==> config.mk <==
export PLATFORM = sky130hd
export DESIGN_NAME = ps2_packet_assembler
export DESIGN_NICKNAME = d
export VERILOG_FILES = /design/src/rtl/ps2_pkg.sv /design/src/rtl/ps2_byte_timer.sv /design/src/rtl/ps2_packet_assembler.sv
export SDC_FILE = /design/constraint.sdc
export NUM_CORES = 1
export LEC_CHECK = 0
export CAP_MARGIN = 20
export CORE_AREA = 2 2 117 119
export DETAILED_ROUTE_END_ITERATION = 10
export DIE_AREA = 0 0 119 121
export PLACE_DENSITY_LB_ADDON = 0.1
export SYNTH_ARGS = -nofsm -noshare
export SYNTH_HDL_FRONTEND = slang
export SYNTH_HIERARCHICAL = 1
export SYNTH_SLANG_ARGS = --single-unit
==> constraint.sdc <==
create_clock -name clk_sys -period 3.13 [get_ports clk_sys]
set_input_delay 0.4695 -clock clk_sys [delete_from_list [all_inputs] [get_ports clk_sys]]
set_output_delay 0.4695 -clock clk_sys [all_outputs]
set_load 0.01 [all_outputs]
==> src/rtl/ps2_pkg.sv <==
// Shared types and constants for the PS/2 mouse packet assembler.
package ps2_pkg;

    typedef enum logic [1:0] {
        WAIT_B0,
        WAIT_B1,
        WAIT_B2
    } ps2_state_t;

    // Bit 3 of a mouse status byte is always set, which is how byte 0 is recognised.
    localparam int SYNC_BIT = 3;

    localparam int BYTE_W     = 8;
    localparam int STATUS_LSB = 0;
    localparam int X_LSB      = 8;
    localparam int Y_LSB      = 16;

    localparam int DEFAULT_TIMEOUT_CYC = 100000;

endpackage

==> src/rtl/ps2_byte_timer.sv <==
// Inter-byte timeout counter; expire flags the last idle cycle before a packet is abandoned.
module ps2_byte_timer #(
    parameter int TIMEOUT_CYC = 100000
) (
    input  logic clk_sys,
    input  logic rst,
    input  logic clear,
    input  logic enable,
    output logic expire
);

    localparam int CW = $clog2(TIMEOUT_CYC + 1);
    localparam logic [CW-1:0] LAST = CW'(TIMEOUT_CYC - 1);

    logic [CW-1:0] cnt;

    always_ff @(posedge clk_sys) begin
        if (rst || clear || !enable) begin
            cnt <= '0;
        end else begin
            cnt <= cnt + 1'b1;
        end
    end

    // A byte arriving on the expiry cycle takes priority over the timeout.
    assign expire = enable && !clear && (cnt == LAST);

endmodule

==> src/rtl/ps2_packet_assembler.sv <==
// Assembles three PS/2 mouse bytes into a 24-bit packet, dropping partial packets on error or timeout.
module ps2_packet_assembler
    import ps2_pkg::*;
#(
    parameter int TIMEOUT_CYC = DEFAULT_TIMEOUT_CYC,
    parameter int CNT_W       = 16
) (
    input  logic              clk_sys,
    input  logic              rst,
    input  logic              byte_vld,
    input  logic [7:0]        byte_data,
    input  logic              byte_err,
    output logic              rd_vld,
    output logic [23:0]       rd_data,
    output logic              pkt_drop,
    output logic [CNT_W-1:0]  pkt_cnt,
    output logic [CNT_W-1:0]  drop_cnt
);

    ps2_state_t        state;
    logic [BYTE_W-1:0] status_q;
    logic [BYTE_W-1:0] x_q;
    logic              expire;

    ps2_byte_timer #(
        .TIMEOUT_CYC(TIMEOUT_CYC)
    ) u_timer (
        .clk_sys(clk_sys),
        .rst    (rst),
        .clear  (byte_vld),
        .enable (state != WAIT_B0),
        .expire (expire)
    );

    always_ff @(posedge clk_sys) begin
        if (rst) begin
            state    <= WAIT_B0;
            status_q <= '0;
            x_q      <= '0;
            rd_vld   <= 1'b0;
            rd_data  <= '0;
            pkt_drop <= 1'b0;
            pkt_cnt  <= '0;
            drop_cnt <= '0;
        end else begin
            rd_vld   <= 1'b0;
            pkt_drop <= 1'b0;
            case (state)
                WAIT_B0: begin
                    if (byte_vld && !byte_err && byte_data[SYNC_BIT]) begin
                        status_q <= byte_data;
                        state    <= WAIT_B1;
                    end
                end
                WAIT_B1: begin
                    if (byte_vld && !byte_err) begin
                        x_q   <= byte_data;
                        state <= WAIT_B2;
                    end else if (byte_vld || expire) begin
                        state    <= WAIT_B0;
                        pkt_drop <= 1'b1;
                        drop_cnt <= drop_cnt + 1'b1;
                    end
                end
                WAIT_B2: begin
                    if (byte_vld && !byte_err) begin
                        rd_data[STATUS_LSB +: BYTE_W] <= status_q;
                        rd_data[X_LSB +: BYTE_W]      <= x_q;
                        rd_data[Y_LSB +: BYTE_W]      <= byte_data;
                        rd_vld  <= 1'b1;
                        pkt_cnt <= pkt_cnt + 1'b1;
                        state   <= WAIT_B0;
                    end else if (byte_vld || expire) begin
                        state    <= WAIT_B0;
                        pkt_drop <= 1'b1;
                        drop_cnt <= drop_cnt + 1'b1;
                    end
                end
                default: state <= WAIT_B0;
            endcase
        end
    end

endmodule

# Yosys cells after proc, flatten, opt, wreduce, memory -nomap -nowiden
# Index checks and enable logic that the tools add are counted.
# totals
output_inout_bits,58
reg_bits,93
elab_cells,45
input_bits,12
# classes
eq_ne,4
bitwise,3
addsub,3
muxes,7
reduce_logical,19
# ops
op,n
$add A16 B1 Y16 const B,2
$add A17 B1 Y17 const B,1
$eq A17 B17 Y1 const B,1
$mux W2,4
$pmux W2 S3,1
$reduce_and A2 Y1,3
$logic_and A1 B1 Y1,4
$reduce_or A2 Y1,2
$logic_not A1 Y1,3
$logic_or A1 B1 Y1,3
$not A1 Y1,3
$reduce_and A3 Y1,1
$reduce_or A3 Y1,1
$eq A2 B1 Y1 const B,1
$eq A2 B2 Y1 const B,1
$logic_not A2 Y1,1
$mux W1,2
$ne A2 B2 Y1 const B,1
$reduce_bool A2 Y1,1

# Depth between registers and ports, before layout
# depth
ltp_word,7
ltp_mapped,10
mapped_depth_nobuf,10

# Cells and area by module
# The synthesis kept the hierarchy.
# modules_own_cells
mod,cells_each,n_inst,seq_area_each_um2,area_each_um2
ps2_packet_assembler,355,1,1521.5,3027.9
ps2_byte_timer,98,1,340.3,857.1

# Least setup slack after synthesis
# Ideal clock, no wire load.
# synth_path
kind,flip-flop to flip-flop
start,register state[0]
end,register drop_cnt[12]
path_slack_ps,245
setup_ps,71
path_stages_with_launch,11
path_buffers,0
arrival_ps,2814
synth_period_minus_slack_ps,2885
required_time_ps,3059
cell_sequence,dfxtp_1 > inv_1 > ha_1 > inv_1 > nand2b_1 > or4_1 > nor4_1 > mux2i_2 > or4_4 > or3_1 > a21oi_1
# synth_between
elab_chain_len,5
# synth_rtl
item,line,rtl
from (decl),ps2_packet_assembler.sv:20,ps2_state_t state;
from (signal assigned),ps2_packet_assembler.sv:37,state <= WAIT_B0;
from (signal assigned),ps2_packet_assembler.sv:52,state <= WAIT_B1;
from (signal assigned),ps2_packet_assembler.sv:58,state <= WAIT_B2;
$reduce_bool A2 Y1,ps2_packet_assembler.sv:31,".enable (state != WAIT_B0),"
$logic_and A1 B1 Y1 (2 in a row),ps2_byte_timer.sv:26,assign expire = enable && !clear && (cnt == LAST);
named net expire,ps2_packet_assembler.sv:23,logic expire;
$logic_or A1 B1 Y1,"ps2_packet_assembler.sv:59, ps2_packet_assembler.sv:73",
$reduce_and A3 Y1 (no line),-,
to (signal assigned),ps2_packet_assembler.sv:62,drop_cnt <= drop_cnt + 1'b1;
to (signal assigned),ps2_packet_assembler.sv:76,drop_cnt <= drop_cnt + 1'b1;
to (decl),ps2_packet_assembler.sv:17,output logic [CNT_W-1:0] drop_cnt
# The timed path passes the listed nets, and every way through them passes these cells.
# A chain may end at the register's enable or synchronous reset.

# Final worst setup path
# layout_path
start,register state[0]
end,register drop_cnt[14]
# Same word-level chain as after synthesis.

==> metrics.txt <==
# TYPE chip_impl_metric gauge
chip_impl_info{name="run_status",value="completed"} 1
chip_impl_metric{name="cells_after_synth",unit=""} 453
chip_impl_info{name="timing.critical_path.mode_cell",value="sky130_fd_sc_hd__inv_1"} 1
chip_impl_metric{name="die_w",unit="um"} 119
chip_impl_metric{name="number_of_antenna_violations_at_the_first_check_in_global_routing",unit=""} 0
chip_impl_metric{name="finalNetCount",unit=""} 544
chip_impl_metric{name="drt-vias-per-instance",unit=""} 4.636
chip_impl_metric{name="syn-mean-instance-area",unit="um2"} 8.576
chip_impl_metric{name="p_leak",unit="uW"} 0.001722
chip_impl_metric{name="placementRows",unit=""} 42
chip_impl_metric{name="route.detailed.wl_per_inst",unit="um"} 13.05
chip_impl_metric{name="ff2ff_path_depth",unit=""} 11
chip_impl_metric{name="yosys_register_bits",unit=""} 93
chip_impl_metric{name="htreeDepth",unit=""} 3
chip_impl_metric{name="grt_pass1_vias",unit=""} 3095
chip_impl_metric{name="drt_wl_total",unit="um"} 9184
chip_impl_metric{name="report.final.setup_viol",unit=""} 0
chip_impl_metric{name="critPathMaxFanout",unit=""} 4
chip_impl_metric{name="cts.sinks",unit=""} 93
chip_impl_metric{name="core-area",unit="um2"} 13090
chip_impl_metric{name="timing.slew.headroom",unit="%"} 58.62
chip_impl_metric{name="finalCritPeriodShare",unit="%"} 93.37
chip_impl_metric{name="setup_tns_final",unit="ns"} 0
chip_impl_metric{name="antenna-diode-count",unit=""} 0
chip_impl_metric{name="dieHeight",unit="um"} 121
chip_impl_metric{name="worst_slack",unit="ns"} 0.2076
chip_impl_metric{name="clock_skew",unit="ns"} 0.006925
chip_impl_metric{name="grt_first_pass_wirelength",unit="um"} 15350
chip_impl_metric{name="clock_path_buffers",unit=""} 2
chip_impl_metric{name="synth_enable_flop_cells",unit=""} 0
chip_impl_metric{name="layout-drive-gt1-share",unit="%"} 7.197
chip_impl_metric{name="async_flop_share",unit="%"} 0
chip_impl_info{name="crit_type",value="register to register"} 1
chip_impl_info{name="r2r_end",value="drop_cnt[14]"} 1
chip_impl_metric{name="post-place-cells",unit=""} 690
chip_impl_info{name="critical_path.startpoint_type",value="register"} 1
chip_impl_metric{name="slew_violations",unit=""} 0
chip_impl_metric{name="post_cts_buffers",unit=""} 0
chip_impl_metric{name="timing.critical_path.required",unit="ns"} 3.39
chip_impl_metric{name="min_period",unit="ns"} 2.922
chip_impl_metric{name="yosys_warnings",unit=""} 6
chip_impl_metric{name="cts.reportedPaths.clkPinSlew",unit="ns"} 0.06
chip_impl_metric{name="power.total",unit="uW"} 2483
chip_impl_metric{name="ios",unit=""} 70
chip_impl_metric{name="gr-usage-all-layers",unit="%"} 13.38
chip_impl_metric{name="detailedPlace.worstSlack",unit="ns"} 0.006266
chip_impl_metric{name="instances_no_fill",unit=""} 704
chip_impl_metric{name="synth.lib_cells_used.distinct",unit=""} 42
chip_impl_metric{name="syn2layout_area_growth",unit="%"} 31.34
chip_impl_metric{name="hold_viol_final",unit=""} 0
chip_impl_info{name="min_from",value="rd_data[5]"} 1
chip_impl_info{name="cts_tree",value="yes"} 1
chip_impl_metric{name="detailedRoute.firstPassIterationCount",unit=""} 4
chip_impl_metric{name="ctsHoldBuffers",unit=""} 0
chip_impl_info{name="critical_path.cell_chain",value="inv_1, ha_1, inv_1, nand2b_1, or4_1, nor4_1, buf_4, mux2i_2, or4_4, or3_1, a21oi_1"} 1
chip_impl_info{name="cp_slowest_cell",value="sky130_fd_sc_hd__or4_4"} 1
chip_impl_info{name="hold-path-endpoint",value="rd_data[5]"} 1
chip_impl_metric{name="sum_of_net_half_perimeters_after_detailed_placement",unit="um"} 6452
chip_impl_metric{name="layout.core_utilization",unit="%"} 38.99
chip_impl_metric{name="power_density",unit="nW/um2"} 486.6
chip_impl_info{name="setup_repair_after_global_routing_missed_its_margin",value="no"} 1
chip_impl_metric{name="global_route.overflow_total",unit=""} 0
chip_impl_metric{name="clk-insertion-delay-late",unit="ns"} 0.34
chip_impl_metric{name="drtAntennaViolNets",unit=""} 0
chip_impl_metric{name="detail_route.iter0.violations",unit=""} 116
chip_impl_metric{name="setup.reg_to_reg.worst_slack",unit="ns"} 0.21
chip_impl_metric{name="cts_buffers",unit=""} 9
chip_impl_info{name="synth_flop_cell",value="sky130_fd_sc_hd__dfxtp_1"} 1
chip_impl_metric{name="power.ir.vdd_worst",unit="uV"} 188.8
chip_impl_info{name="crit_path_end_kind",value="register"} 1
chip_impl_metric{name="sum_of_buffers_and_inverters_on_the_critical_path",unit=""} 3
chip_impl_metric{name="maximum_number_of_pins_on_one_net_before_global_route_repair",unit=""} 35
chip_impl_metric{name="max_freq",unit="MHz"} 342.2
chip_impl_metric{name="detailroute.via_count",unit=""} 3264
chip_impl_info{name="cp-startpoint",value="state[0]"} 1
chip_impl_info{name="worst_path_dominant_cell_family",value="simple AND/OR/NAND/NOR gates"} 1
chip_impl_metric{name="holdPathStages",unit=""} 2
chip_impl_metric{name="combined_area_of_all_synthesized_cells",unit="um2"} 3885
chip_impl_metric{name="initial_utilization",unit="%"} 29.69
chip_impl_metric{name="cpPeakStageDelay",unit="ns"} 0.56
chip_impl_info{name="regToRegStartpoint",value="state[0]"} 1
chip_impl_metric{name="timing.max_cap.violations",unit=""} 0
chip_impl_metric{name="timing_worst_slew_pin_value",unit="ns"} 0.6188
chip_impl_metric{name="gp_congestion",unit=""} 0.7496
chip_impl_metric{name="worstPathArrival",unit="ns"} 3.18
chip_impl_metric{name="numPortBuffers",unit=""} 69
chip_impl_metric{name="drc",unit=""} 0
chip_impl_metric{name="postCtsResizedCells",unit=""} 0
chip_impl_info{name="timing.hold.worst.class",value="register to register"} 1
chip_impl_info{name="cts-root-buf",value="sky130_fd_sc_hd__clkbuf_16"} 1
chip_impl_metric{name="synth_sequential_area_ratio",unit="%"} 47.92
chip_impl_metric{name="fp.dieArea",unit="um2"} 14400
chip_impl_metric{name="mappedNetlistNets",unit=""} 472
==> worst register-to-register path, delay by kind of cell (launching register included) <==
kind                       cells  cell delay, ns
and+or+nand+nor                5            1.63
DFF                            1            0.38
buffers and inverters          3            0.36
adders and majority gates      1            0.24
AOI/OAI and AO/OA              1            0.16
muxes                          1            0.09
==> per-layer routing <==
layer / vias up / part of all wire (%) / GRT usage [%]
met5: - / 0 / 0
met4: 0 / 1.7 / 6.250
met3: 11 / 3.8 / 3.055
met2: 47 / 47 / 21.23
met1: 1510 / 48 / 17.26
li1: 1696 / - / -
==> through the flow <==
step	hold WS [ns]	instance area [um2]
3_3_place_gp	0.4376	4775
3_5_place_dp	0.4483	4775
5_1_grt	0.4763	5102
2_1_floorplan	0.4315	3885
6_report	0.4517	5102
4_1_cts	0.4571	5102
==> kinds of logic after synthesis <==
group           after synthesis  synth area share, %
fa+ha+maj                     7                2.254
simple gates                218                27.25
xor+xnor                     24                5.411
compound gates               61                8.277
mux                          19                5.088
flops                        93                47.92
buf+inv                      31                3.800
==> power breakdown <==
group / internal, uW / total, uW / leakage, uW / switching (uW)
Combinational: 29.6 / 76.2 / 0.000814 / 46.6
Sequential: 1190 / 1190 / 0.000750 / 3.95
Clock: 773 / 1210 / 0.000159 / 440
Total: 1990 / 2480 / 0.00172 / 491
==> layout make-up <==
cell class                 instances  area (um2)
clock inverter                     4       98.84
timing repair buffer              81       775.7
inverter                          11       41.29
tap                              176       220.2
fill                            1343        7983
multi-input combinational        329        1876
clock buffer                      10       229.0
sequential                        93        1862
==> synthesized netlist by cell type (2+ instances only) <==
cell | count | area, um2
sky130_fd_sc_hd__buf_1 | 6 | 22.52
sky130_fd_sc_hd__nand3_1 | 17 | 85.08
sky130_fd_sc_hd__o21ai_0 | 8 | 40.04
sky130_fd_sc_hd__ha_1 | 7 | 87.58
sky130_fd_sc_hd__or4_1 | 6 | 45.04
sky130_fd_sc_hd__xor2_1 | 9 | 78.83
sky130_fd_sc_hd__and3_1 | 2 | 12.51
sky130_fd_sc_hd__mux2_2 | 3 | 33.78
sky130_fd_sc_hd__nand4_1 | 9 | 56.30
sky130_fd_sc_hd__buf_6 | 4 | 45.04
sky130_fd_sc_hd__nand3b_1 | 2 | 15.01
sky130_fd_sc_hd__xnor2_1 | 15 | 131.4
sky130_fd_sc_hd__nor2_1 | 46 | 172.7
sky130_fd_sc_hd__nor3_1 | 9 | 45.04
sky130_fd_sc_hd__clkbuf_1 | 9 | 33.78
sky130_fd_sc_hd__nand2b_1 | 5 | 31.28
sky130_fd_sc_hd__or3_1 | 7 | 43.79
sky130_fd_sc_hd__o31ai_1 | 3 | 22.52
sky130_fd_sc_hd__a21oi_1 | 47 | 235.2
sky130_fd_sc_hd__nand2_1 | 87 | 326.6
sky130_fd_sc_hd__nand4_2 | 2 | 25.02
sky130_fd_sc_hd__nor2b_1 | 2 | 12.51
sky130_fd_sc_hd__nor4b_1 | 2 | 17.52
sky130_fd_sc_hd__mux2i_1 | 15 | 150.1
sky130_fd_sc_hd__nand4b_1 | 2 | 17.52
sky130_fd_sc_hd__nor4_1 | 11 | 68.82
sky130_fd_sc_hd__dfxtp_1 | 93 | 1862
sky130_fd_sc_hd__inv_1 | 11 | 41.29
==> layout by cell type, fill, tap and decap left out, types with 2 or more instances in the layout <==
cell	netlist	routed
sky130_fd_sc_hd__nor2_1	46	46
sky130_fd_sc_hd__nand4_1	9	9
sky130_fd_sc_hd__nand3_1	17	17
sky130_fd_sc_hd__bufinv_16	0	3
sky130_fd_sc_hd__o21ai_0	8	8
sky130_fd_sc_hd__xnor2_1	15	15
sky130_fd_sc_hd__buf_4	0	12
sky130_fd_sc_hd__or4_1	6	6
sky130_fd_sc_hd__clkbuf_16	0	9
sky130_fd_sc_hd__a21oi_1	47	47
sky130_fd_sc_hd__ha_1	7	7
sky130_fd_sc_hd__inv_1	11	11
sky130_fd_sc_hd__nand4b_1	2	2
sky130_fd_sc_hd__and3_1	2	2
sky130_fd_sc_hd__o31ai_1	3	3
sky130_fd_sc_hd__clkdlybuf4s50_1	0	68
sky130_fd_sc_hd__nand2_1	87	87
sky130_fd_sc_hd__mux2i_1	15	15
sky130_fd_sc_hd__nor4_1	11	11
sky130_fd_sc_hd__dfxtp_1	93	93
sky130_fd_sc_hd__nor4b_1	2	2
sky130_fd_sc_hd__or3_1	7	7
sky130_fd_sc_hd__nor2b_1	2	2
sky130_fd_sc_hd__nand3b_1	2	2
sky130_fd_sc_hd__xor2_1	9	9
sky130_fd_sc_hd__nor3_1	9	9
sky130_fd_sc_hd__mux2_2	3	3
sky130_fd_sc_hd__nand4_2	2	2
sky130_fd_sc_hd__nand2b_1	5	5
==> state kept, by name, summed over array words and instances, names as in the netlist <==
register     flops
drop_cnt        16
pkt_cnt         16
pkt_drop         1
rd_data         24
rd_vld           1
state            2
status_q         8
u_timer/cnt     17
x_q              8
==> worst max path at each step <==
stage	endpoint	slack [ns]	cells past startpoint
2_1_floorplan	drop_cnt[12]	0.25	10
4_1_cts	drop_cnt[12]	0.19	11
6_report	drop_cnt[14]	0.21	11
3_5_place_dp	drop_cnt[14]	0.006	9
3_3_place_gp	drop_cnt[12]	0.04	9
5_1_grt	drop_cnt[12]	0.009	11
Power figures use the tool's default switching activity.
